`src/rtl/ralu_op_sequencer.sv`:
```
// Multi-cycle command sequencer driving the 4-bit register-file ALU control word.
// Optional zero flag: define RALU_SEQ_ZFLAG_EN to capture (r_i == 0) alongside the carry.
module ralu_op_sequencer #(
  parameter int ADR_W  = 3,
  parameter int DATA_W = 4,
  parameter int CNT_W  = 2
) (
  input  logic              clk_i,
  input  logic              rst_n_i,
  input  logic              cmd_valid_i,
  output logic              cmd_ready_o,
  input  logic [1:0]        cmd_op_i,
  input  logic [ADR_W-1:0]  cmd_ra_i,
  input  logic [ADR_W-1:0]  cmd_rb_i,
  input  logic [ADR_W-1:0]  cmd_rd_i,
  input  logic [3:0]        cmd_s_i,
  input  logic              cmd_m_i,
  input  logic              cmd_p0_i,
  input  logic [CNT_W-1:0]  cmd_cnt_i,
  input  logic              cmd_sin_i,
  input  logic [DATA_W-1:0] r_i,
  input  logic              p4_i,
  output logic [3:0]        s_o,
  output logic              m_o,
  output logic              p0_o,
  output logic              a_o,
  output logic [2:0]        v_o,
  output logic              wr_o,
  output logic [ADR_W-1:0]  adr_o,
  output logic              isl_o,
  output logic              isr_o,
  output logic              done_o,
  output logic [DATA_W-1:0] result_o,
  output logic              carry_o,
  output logic              zero_o
);

  // state | meaning
  // IDLE  | waiting for a command
  // LDA   | load RgA from RON[ra] or DataIn (RI)
  // LDB   | load RgB from RON[rb]
  // SHIFT | shift RgB cnt+1 times
  // EXEC  | ALU function applied, result written to RON[rd] and captured
  // DONE  | completion pulse; may accept the next command
  typedef enum logic [2:0] {
    ST_IDLE,
    ST_LDA,
    ST_LDB,
    ST_SHIFT,
    ST_EXEC,
    ST_DONE
  } state_t;

  localparam logic [1:0] OP_RR  = 2'b00;
  localparam logic [1:0] OP_RI  = 2'b01;
  localparam logic [1:0] OP_SHL = 2'b10;
  localparam logic [1:0] OP_SHR = 2'b11;

  localparam logic [2:0] V_NONE = 3'b000;
  localparam logic [2:0] V_LDA  = 3'b001;
  localparam logic [2:0] V_SHL  = 3'b010;
  localparam logic [2:0] V_SHR  = 3'b100;
  localparam logic [2:0] V_LDB  = 3'b110;

  state_t state, state_nxt;

  logic [1:0]       op_q;
  logic [ADR_W-1:0] ra_q;
  logic [ADR_W-1:0] rb_q;
  logic [ADR_W-1:0] rd_q;
  logic [3:0]       s_q;
  logic             m_q;
  logic             p0_q;
  logic [CNT_W-1:0] cnt_q;
  logic             sin_q;
  logic [CNT_W-1:0] shcnt_q;

  logic accept;
  logic is_shift_op;

  assign accept      = cmd_valid_i & cmd_ready_o;
  assign is_shift_op = (op_q == OP_SHL) || (op_q == OP_SHR);

  always_ff @(posedge clk_i) begin
    if (!rst_n_i) begin
      state    <= ST_IDLE;
      op_q     <= '0;
      ra_q     <= '0;
      rb_q     <= '0;
      rd_q     <= '0;
      s_q      <= '0;
      m_q      <= 1'b0;
      p0_q     <= 1'b0;
      cnt_q    <= '0;
      sin_q    <= 1'b0;
      shcnt_q  <= '0;
      result_o <= '0;
      carry_o  <= 1'b0;
    end else begin
      state <= state_nxt;
      if (accept) begin
        op_q  <= cmd_op_i;
        ra_q  <= cmd_ra_i;
        rb_q  <= cmd_rb_i;
        rd_q  <= cmd_rd_i;
        s_q   <= cmd_s_i;
        m_q   <= cmd_m_i;
        p0_q  <= cmd_p0_i;
        cnt_q <= cmd_cnt_i;
        sin_q <= cmd_sin_i;
      end
      // Shift counter is armed in LDB and counts down to zero inside SHIFT.
      if (state == ST_LDB) begin
        shcnt_q <= cnt_q;
      end else if ((state == ST_SHIFT) && (shcnt_q != '0)) begin
        shcnt_q <= shcnt_q - CNT_W'(1);
      end
      if (state == ST_EXEC) begin
        result_o <= r_i;
        carry_o  <= p4_i;
      end
    end
  end

`ifdef RALU_SEQ_ZFLAG_EN
  logic zero_q;

  always_ff @(posedge clk_i) begin
    if (!rst_n_i) begin
      zero_q <= 1'b0;
    end else if (state == ST_EXEC) begin
      zero_q <= (r_i == '0);
    end
  end

  assign zero_o = zero_q;
`else
  assign zero_o = 1'b0;
`endif

  always_comb begin
    state_nxt   = state;
    cmd_ready_o = 1'b0;
    done_o      = 1'b0;
    s_o         = '0;
    m_o         = 1'b0;
    p0_o        = 1'b0;
    a_o         = 1'b0;
    v_o         = V_NONE;
    wr_o        = 1'b0;
    adr_o       = '0;
    isl_o       = 1'b0;
    isr_o       = 1'b0;

    case (state)
      ST_IDLE: begin
        cmd_ready_o = 1'b1;
        if (cmd_valid_i) state_nxt = ST_LDA;
      end
      ST_LDA: begin
        v_o       = V_LDA;
        adr_o     = ra_q;
        a_o       = (op_q == OP_RI);
        state_nxt = ST_LDB;
      end
      ST_LDB: begin
        // RgB takes its own cycle: the RALU has a single RON address port.
        v_o       = V_LDB;
        adr_o     = rb_q;
        state_nxt = is_shift_op ? ST_SHIFT : ST_EXEC;
      end
      ST_SHIFT: begin
        if (op_q == OP_SHL) begin
          v_o   = V_SHL;
          isl_o = sin_q;
        end else begin
          v_o   = V_SHR;
          isr_o = sin_q;
        end
        if (shcnt_q == '0) state_nxt = ST_EXEC;
      end
      ST_EXEC: begin
        s_o       = s_q;
        m_o       = m_q;
        p0_o      = p0_q;
        wr_o      = 1'b1;
        adr_o     = rd_q;
        state_nxt = ST_DONE;
      end
      ST_DONE: begin
        done_o      = 1'b1;
        cmd_ready_o = 1'b1;
        state_nxt   = cmd_valid_i ? ST_LDA : ST_IDLE;
      end
      default: begin
        state_nxt = ST_IDLE;
      end
    endcase
  end

endmodule

```
`config.mk`:
```
export PLATFORM = sky130hd
export DESIGN_NAME = ralu_op_sequencer
export DESIGN_NICKNAME = d
export VERILOG_FILES = /design/src/rtl/ralu_op_sequencer.sv
export SDC_FILE = /design/constraint.sdc
export NUM_CORES = 1
export LEC_CHECK = 0
export ABC_AREA = 1
export ABC_CLOCK_PERIOD_IN_PS = 1300
export BUFFER_PORTS_ARGS = -buffer_cell sky130_fd_sc_hd__buf_2
export CAP_MARGIN = 10
export CORE_ASPECT_RATIO = 1.75
export CORE_MARGIN = 10
export CORE_UTILIZATION = 43
export CTS_CLUSTER_DIAMETER = 60
export DETAILED_ROUTE_END_ITERATION = 8
export PLACE_DENSITY = 0.74
export SLEW_MARGIN = 20
export SYNTH_ARGS = -nofsm -noshare
export SYNTH_HDL_FRONTEND = slang
export SYNTH_SLANG_ARGS = --single-unit
export TNS_END_PERCENT = 1
```
`constraint.sdc`:
```
create_clock -name clk_i -period 1.3 [get_ports clk_i]
set_clock_uncertainty 0.2 [all_clocks]
set_input_delay 0.195 -clock clk_i [delete_from_list [all_inputs] [get_ports clk_i]]
set_output_delay 0.195 -clock clk_i [all_outputs]
set_load 0.01 [all_outputs]
```
# After elaboration in Yosys (flattened, before gate mapping)

Index checks and enable logic that the tools add are counted.

Register bits: 30
Input port bits: 28
Word-level logic and storage cells: 54

Add/subtract/negate cells: 1
Equality and inequality tests: 10
Multiplexer cells: 21
Bitwise logic cells: 1
Reduce and logical (&&, ||, !) cells: 8

Operators with widths:

| kind                | count |
|---|---|
| $pmux 3 s3          | 2 |
| $pmux 3 s6          | 1 |
| $mux 3              | 4 |
| $mux 1              | 11 |
| $eq 3x2->1 const B  | 2 |
| $eq 3x3->1 const B  | 2 |
| $eq 2x2->1 const B  | 2 |
| $mux 2              | 2 |
| $mux 4              | 1 |
| $reduce_bool 2->1   | 2 |
| $eq 3x1->1 const B  | 1 |
| $logic_not 3->1     | 1 |
| $eq 2x1->1 const B  | 1 |
| $logic_not 2->1     | 1 |
| $ne 2x1->1 const B  | 1 |
| $ne 2x2->1 const B  | 1 |
| $reduce_and 2->1    | 1 |
| $reduce_or 2->1     | 1 |
| $sub 2x1->2 const B | 1 |
| $and 1x1->1         | 1 |
| $logic_and 1x1->1   | 1 |
| $logic_or 1x1->1    | 1 |

# Logic depth before layout (Yosys ltp)

Gate-level depths: netlist of run 1.

Depth after elaboration: 4
Gate-level depth with buffers: 9
Mapped depth without buffers: 8

# Worst setup path after synthesis of run 1

OpenSTA, ideal clock, no wires.

Path type: flip-flop to output port
Start: register state[0]
End: output a_o
Arrival: 1.069 ns
Data required time: 0.905 ns
Slack: -0.164 ns
Cell stages (with the launch flop): 6
Cell sequence: dfxtp_1 -> buf_4 -> inv_1 -> nor3_2 -> inv_1 -> nor2_1

Longest elaborated chain between the ends: 2

RTL lines:

| element                | RTL line | source |
|---|---|---|
| start, declared        | 65       | `state_t state, state_nxt;` |
| start signal, assigned | 100      | `state <= state_nxt;` |
| $eq 3x1->1             | 155      | `case (state)` |
| $mux 1                 | 155      |  |
| end, declared          | 26       | `output logic a_o,` |

No other way between the ends.

# Worst setup path after layout of run 1

Start: register state[1]
End: output v_o[2]

Longest elaborated chain between the ends: 2

RTL lines:

| element                                  | RTL line | source |
|---|---|---|
| $eq 3x2->1 or $eq 3x1->1 (tied branches) | 155      |  |
| $pmux 3 s3 *                             | 155      |  |
| end, declared                            | 27       | `output logic [2:0] v_o,` |

Mark *: on every way between the ends. The rest lies on a longest branch, timed or not.

==> key figures, run 1 <==
Outcome
  – Outcome: complete, but fails checks
  – Violated checks: setup timing

Logic synthesis
  – Yosys cell types: 20
  – Syn Nets: 231
  – Synth warnings: 0
  – Top cells by count, synth: 63 x nor2_1, 30 x dfxtp_1, 25 x o21ai_0
  – Async set-or-reset flop fraction in the synthesized netlist: 0%
  – Synth Flop Type: dfxtp_1
  – Synth top area cells: dfxtp_1 44%, nor2_1 17%, o21ai_0 9.2%
  – Count leader, synth: nor2_1
  – Syn Area/Cell: 6.70 µm²
  – Post-synth EDFFs: 0
  – Post-synth top area share: around 44%
  – Post-Synthesis Cells: a little over 200
  – Sequential element share of the synthesized area: between 40% and 50%
  – Yosys reg bits: 30
  – Cell accounting for the most synthesized area: dfxtp_1
  – Post-Synthesis Cell Area: between 1000 and 1500 µm²

Global route
  – Initial antenna violation count: 0
  – Tot GR Track Use: between 15 and 20%
  – Vias in the first global route: 1733
  – First-pass GRT wire length: roughly 7900 µm
  – Largest net degree at the start of global routing: 21
  – GRT overflow: 0

Power
  – Clock power share: a little under 30%
  – Internal power: 2010 µW
  – Seq pwr share: between 30% and 40%
  – Combinational power share: ~33%
  – Sw Share: between 30 and 40%
  – Peak supply drop: 1.14 mV
  – Pwr/cell area: about 1200 nW/µm²
  – Leak pwr: 0.00115 µW
  – Switching pwr: 998 µW
  – Final Total Pwr: 3010 µW

Place
  – Area of placed instances: 1830 µm²
  – Post-DP HPWL: 2960 µm
  – Placed Instances: 300
  – PortBufs: 50
  – Final Wtd Congestion: 0.800

Clock tree
  – Latest clock arrival within the worst-skew pair: slightly below 0.3 ns
  – CTS tree: yes
  – Clk root buf: clkbuf_8
  – H-tree levels: 2
  – Clk slew on worst S/H paths: around 0.06 ns
  – Num CTS Buffers: 5
  – Longest Clk Path Bufs: 2
  – Clk sinks: 30

Floorplan
  – Die Y: between 90 and 100 µm
  – Die Footprint: slightly below 6000 µm²
  – Die Width: roughly 62 µm
  – Starting Density: approximately 46%
  – Ports: 52
  – Core area: between 2000 and 3000 µm²
  – Num rows: 26

Setup path
  – Critical-path top delay cell: dfxtp_2
  – Crit-path max FO: 8
  – Cells on worst reg2reg path: 7
  – Crit path buffers/inverters: 3
  – Worst reg2reg endpoint: rd_q[0]
  – CP endpoint kind: output pin
  – Critical Path Start Type: register
  – WS Path Type: register to output pin
  – CP peak stage delay: roughly 0.38 ns
  – Worst Path Required: 0.90 ns
  – Top delay family on crit path: flip-flops
  – Crit-path cells: inv_2, nor2_4, inv_1, a21oi_1, buf_2
  – FF-to-FF setup slack: -0.21 ns
  – Reg-to-Reg Start: state[0]
  – WP data arrival: between 1 and 1.5 ns

Route
  – Number of vias per cell: 5.07
  – Post-DRT Antenna Nets: 0
  – Drt pass-1 iters: 4
  – WL final: 5570 µm
  – Via count: ~1.7k
  – Initial DRC Count: 56
  – Drc violations: 0
  – WL/cell: 16.5 µm

Final layout
  – Share of layout cells above drive strength 1: 44.1%
  – Nets: between 300 and 400
  – Core Util, Final: 83.1%
  – Fill count: approximately 180
  – Fin area: 2460 µm²
  – Non-Filler Instances: between 300 and 400
  – N_diodes: 0
  – Area added between synthesis and finish: 81.7%

Min path
  – Hold depth: 3
  – Min-delay worst type: input pin to register
  – Hold EP: m_q
  – Hold Startpoint: rst_n_i

Timing
  – Fmax: about 560 MHz
  – Hold Worst Slack: between 0.06 and 0.07 ns
  – Post-layout min period: 1.77 ns
  – Worst Setup Slack, final: -0.471 ns
  – Setup-failing EPs final: between 40 and 50
  – Final period util: 136%
  – Unrepaired setup endpoints after global routing: true
  – Final hold vios: 0
  – Max Slew Vio Count: 0

Run
  – Max Cap Viol: 0
==> layout by cell type, fill, tap and decap left out, drive strengths merged <==
| cell | instances |
|---|---|
| nor2 | 65 |
| inv | 24 |
| nand4 | 1 |
| conb | 1 |
| ha | 1 |
| nand2 | 20 |
| dfxtp | 30 |
| o21ai | 28 |
| clkbuf | 8 |
| dlygate4sd3 | 25 |
| nand3 | 13 |
| buf | 71 |
| a21oi | 5 |
| nor3 | 3 |
==> registers in the layout, summed over array words and instances (netlist names) <==
| signal | count |
|---|---|
| rb_q | 3 |
| ra_q | 3 |
| p0_q | 1 |
| result_o | 4 |
| carry_o | 1 |
| op_q | 2 |
| shcnt_q | 2 |
| state | 3 |
| s_q | 4 |
| rd_q | 3 |
| m_q | 1 |
| sin_q | 1 |
| cnt_q | 2 |
==> repair_timing <==
item                                   4_1_cts  5_1_grt
setup buffers                                2        2
pin swaps                                    9        5
gates resized for setup                     39       35
setup endpoints to repair                   48       48
hold buffers                                25        0
endpoints found under the hold margin       25        0
==> worst reg2reg max path, delay by kind of cell, from the launching register on <==
family	cells	cell delay (ns)
buf+inv	2	0.29
simple gates	4	0.35
compound gates	1	0.17
flops	1	0.39
==> metrics by stage <==
stage                     setup TNS [ns]  setup slack [ns]
after floorplan                    -2.28           -0.0908
after global placement             -8.71            -0.282
after detailed placement          -10.10            -0.312
after CTS                          -9.96            -0.437
after global routing              -14.04            -0.587
final                             -10.38            -0.471
==> cells by family after synthesis <==
kind of cell | share of synthesized area, %
other | 0.277
adders and majority gates | 0.924
buffers and inverters | 11.2
and+or+nand+nor | 31.1
AOI/OAI and AO/OA | 12.2
DFF | 44.4
==> layer usage <==
metal	vias up	wire [µm]	part of all wire (%)	global-route usage (%)
li1	813	-	-	-
met1	810	1900	34	14.7
met2	68	3180	57	32.6
met3	17	331	5.9	6.93
met4	0	164	2.9	7.12
met5	-	0	0	0
==> power by group through the flow <==
| stage | sequential [µW] | clock (µW) | combinational, µW |
|---|---|---|---|
| after floorplan | 1120 | 0 | 465 |
| after global placement | 1130 | 0 | 680 |
| after detailed placement | 1130 | 0 | 694 |
| after CTS | 1120 | 884 | 838 |
| after global routing | 1140 | 939 | 1090 |
| final | 1130 | 889 | 994 |
==> worst max path at each step <==
| stage | startpoint | to | slack (ns) | cells after the start |
|---|---|---|---|---|
| floorplan | state[0] | m_o | -0.09 | 7 |
| global placement | state[0] | a_o | -0.28 | 5 |
| detailed placement | state[0] | s_q[3] | -0.31 | 6 |
| CTS | state[1] | a_o | -0.44 | 5 |
| global route | op_q[1] | v_o[1] | -0.59 | 5 |
| finish | state[1] | v_o[2] | -0.47 | 5 |
==> layout make-up <==
type | instances | area, µm² | area share (%)
clock buffers | 8 | 110 | 4.48
multi-input cells | 137 | 808 | 32.9
inverters | 24 | 105 | 4.27
repair buffers | 96 | 774 | 31.5
flip-flops and latches | 30 | 609 | 24.8
well taps | 42 | 52.6 | 2.14
No activity file was read; power rests on OpenSTA's default activity.
==> run 2, diff against run 1 <==
--- a/config.mk
+++ b/config.mk
@@ -11,10 +11,10 @@
 export CAP_MARGIN = 10
 export CORE_ASPECT_RATIO = 1.75
 export CORE_MARGIN = 10
-export CORE_UTILIZATION = 43
+export CORE_UTILIZATION = 40
 export CTS_CLUSTER_DIAMETER = 60
 export DETAILED_ROUTE_END_ITERATION = 8
-export PLACE_DENSITY = 0.74
+export PLACE_DENSITY = 0.7
 export SLEW_MARGIN = 20
 export SYNTH_ARGS = -nofsm -noshare
 export SYNTH_HDL_FRONTEND = slang
==> key figures, run 2 (synthesis results as in run 1) <==
Timing
  – Final hold vios: 0 (unchanged)
  – Setup-failing EPs final: 44 (was 46)
  – Fmax: 576 MHz (was 565 MHz)
  – Post-layout min period: 1.74 ns (was 1.77 ns)
  – Worst Setup Slack, final: -0.436 ns (was -0.471 ns)
  – Max Slew Vio Count: 0 (unchanged)
  – Final period util: 134% (was 136%)
  – Unrepaired setup endpoints after global routing: true (unchanged)

Setup path
  – Crit-path cells: nor2_4, inv_2, nor2_4, inv_2, buf_12, nor2_4, buf_6 (was inv_2, nor2_4, inv_1, a21oi_1, buf_2)
  – Worst Path Required: 0.90 ns (about the same)
  – Crit-path max FO: 11 (was 8)
  – Critical-path top delay cell: dfxtp_4 (was dfxtp_2)
  – Critical Path Start Type: register (unchanged)
  – CP peak stage delay: 0.36 ns (was 0.38 ns)
  – WS Path Type: register to output pin (unchanged)
  – CP endpoint kind: output pin (unchanged)
  – WP data arrival: 1.34 ns (was 1.38 ns)
  – Most used cell, CP: nor2_4

Route
  – Via count: 1595 (was 1708)
  – Drt pass-1 iters: 4 (unchanged)
  – Post-DRT Antenna Nets: 0 (unchanged)
  – Number of vias per cell: 4.71 (was 5.07)
  – Initial DRC Count: 21 (was 56)
  – WL/cell: 13.5 µm (was 16.5 µm)
  – Drc violations: 0 (unchanged)
  – WL final: 4560 µm (was 5570 µm)

Floorplan
  – Die Width: 64.0 µm (was 62.4 µm)
  – Ports: 52 (unchanged)
  – Starting Density: 42.2% (was 45.7%)
  – Die Footprint: 6200 µm² (was 5880 µm²)
  – Num rows: 27 (was 26)
  – Die Y: 97.0 µm (was 94.2 µm)
  – Core area: 3210 µm² (was 2960 µm²)

Final layout
  – Most common cell after layout, fill and taps aside: nor2_1 (unchanged)
  – Biggest regs: result_o: 4 flops, s_q: 4 flops (unchanged)
  – Most frequent cells in the layout: 51 x nor2_1, 39 x buf_2, 26 x dfxtp_1 (was 48 x nor2_1, 39 x buf_2, 27 x dfxtp_1)
  – Area added between synthesis and finish: 75.8% (was 81.7%)
  – N_diodes: 0 (unchanged)
  – Nets: 324 (was 323)
  – Non-Filler Instances: 339 (was 337)
  – Fill count: 247 (was 176)
  – Share of layout cells above drive strength 1: 40.2% (was 44.1%)

Power
  – Final Total Pwr: 2890 µW (was 3010 µW)
  – Pwr/cell area: 1220 nW/µm² (about the same)
  – Peak supply drop: 1.00 mV (was 1.14 mV)
  – Leak pwr: 0.00114 µW (was 0.00115 µW)

Global route
  – Vias in the first global route: 1612 (was 1733)
  – GRT overflow: 0 (unchanged)
  – Initial antenna violation count: 0 (unchanged)
  – Tot GR Track Use: 15.2% (was 16.8%)
  – Largest net degree at the start of global routing: 31 (was 21)
  – First-pass GRT wire length: 7620 µm (was 7950 µm)

Clock tree
  – CTS tree: yes (unchanged)
  – Longest Clk Path Bufs: 2 (unchanged)
  – Latest clock arrival within the worst-skew pair: 0.28 ns (was 0.29 ns)
  – Clk root buf: clkbuf_8 (unchanged)
  – Clk slew on worst S/H paths: 0.06 ns (about the same)
  – Clk sinks: 30 (unchanged)
  – Num CTS Buffers: 5 (unchanged)
  – H-tree levels: 2 (unchanged)

Min path
  – Min-delay worst type: input pin to register (unchanged)

Place
  – PortBufs: 50 (unchanged)
  – Placed Instances: 303 (was 300)
  – Final Wtd Congestion: 0.772 (was 0.800)
  – Post-DP HPWL: 2960 µm (about the same)

Outcome
  – Violated checks: setup timing (unchanged)
  – Outcome: complete, but fails checks (unchanged)

Run
  – Max Cap Viol: 0 (unchanged)
## run 2: changes by cell type in the layout (fill, tap and decap cells not counted), moves of 3 or more
cell     change
o21ai_0      -8
nor2_2       -3
nor2_1       +3
o21ai_1     +18
buf_4        +5
o21ai_2     -10
buf_6        -5
## run 2: final timing paths
check | from | endpoint | slack, ns | cells past startpoint
worst max-delay path | state[1] | s_o[0] | -0.44 | 7
worst min-delay path | rst_n_i | rd_q[0] | 0.12 | 4
worst max register to register | state[1] | p0_q | -0.11 | 7
worst min register to register | sin_q | sin_q | 0.28 | 2
## run 2: repair_timing
item,in CTS,in global routing
cloned,1,0
endpoints found under the hold margin,25,0
pin swaps,3,1
endpoints found under the setup margin,48,48
setup buffers,2,0
gates resized for setup,35,25
hold buffers,25,0
## run 2: power breakdown
part	total, µW	switching (µW)	internal, µW	leakage [µW]
logic	892	473	419	0.000831
registers	1130	81.4	1040	0.000250
clock network	874	340	534	0.0000575
total	2890	895	2000	0.00114
## run 2: layout make-up
type | instances | area (µm²) | area share [%]
inverter | 24 | 92.6 | 3.89
timing repair buffer | 97 | 776 | 32.6
tap | 43 | 53.8 | 2.26
clock buffer | 8 | 110 | 4.63
multi-input combinational | 137 | 734 | 30.9
sequential | 30 | 613 | 25.8
## run 2: worst max-delay path, delay by kind of cell (launching register included)
family | cells | cell delay (ns)
flip-flops | 1 | 0.36
buffers and inverters | 4 | 0.38
AND/OR/NAND/NOR | 3 | 0.32
## run 2: stage by stage
| stage | hold WS, ns | setup TNS, ns | setup WS, ns | utilization (%) | instance area, µm² |
|---|---|---|---|---|---|
| global route | 0.132 | -11.67 | -0.509 | 74.2 | 2380 |
| CTS | 0.105 | -9.70 | -0.437 | 73.2 | 2350 |
| global placement | 0.217 | -7.23 | -0.220 | 58.0 | 1860 |
| floorplan | 0.130 | -2.28 | -0.0908 | - | 1450 |
| finish | 0.121 | -8.54 | -0.436 | 74.2 | 2380 |
| detailed placement | 0.225 | -7.66 | -0.223 | 58.0 | 1860 |
## run 2: routing by layer
metal / up-vias / wire (µm) / GRT usage [%]
li1: 810 / - / -
met1: 728 / 1580 / 14.3
met2: 51 / 2590 / 28.0
met3: 6 / 323 / 5.76
met4: 0 / 63 / 6.22
met5: - / 0 / 0
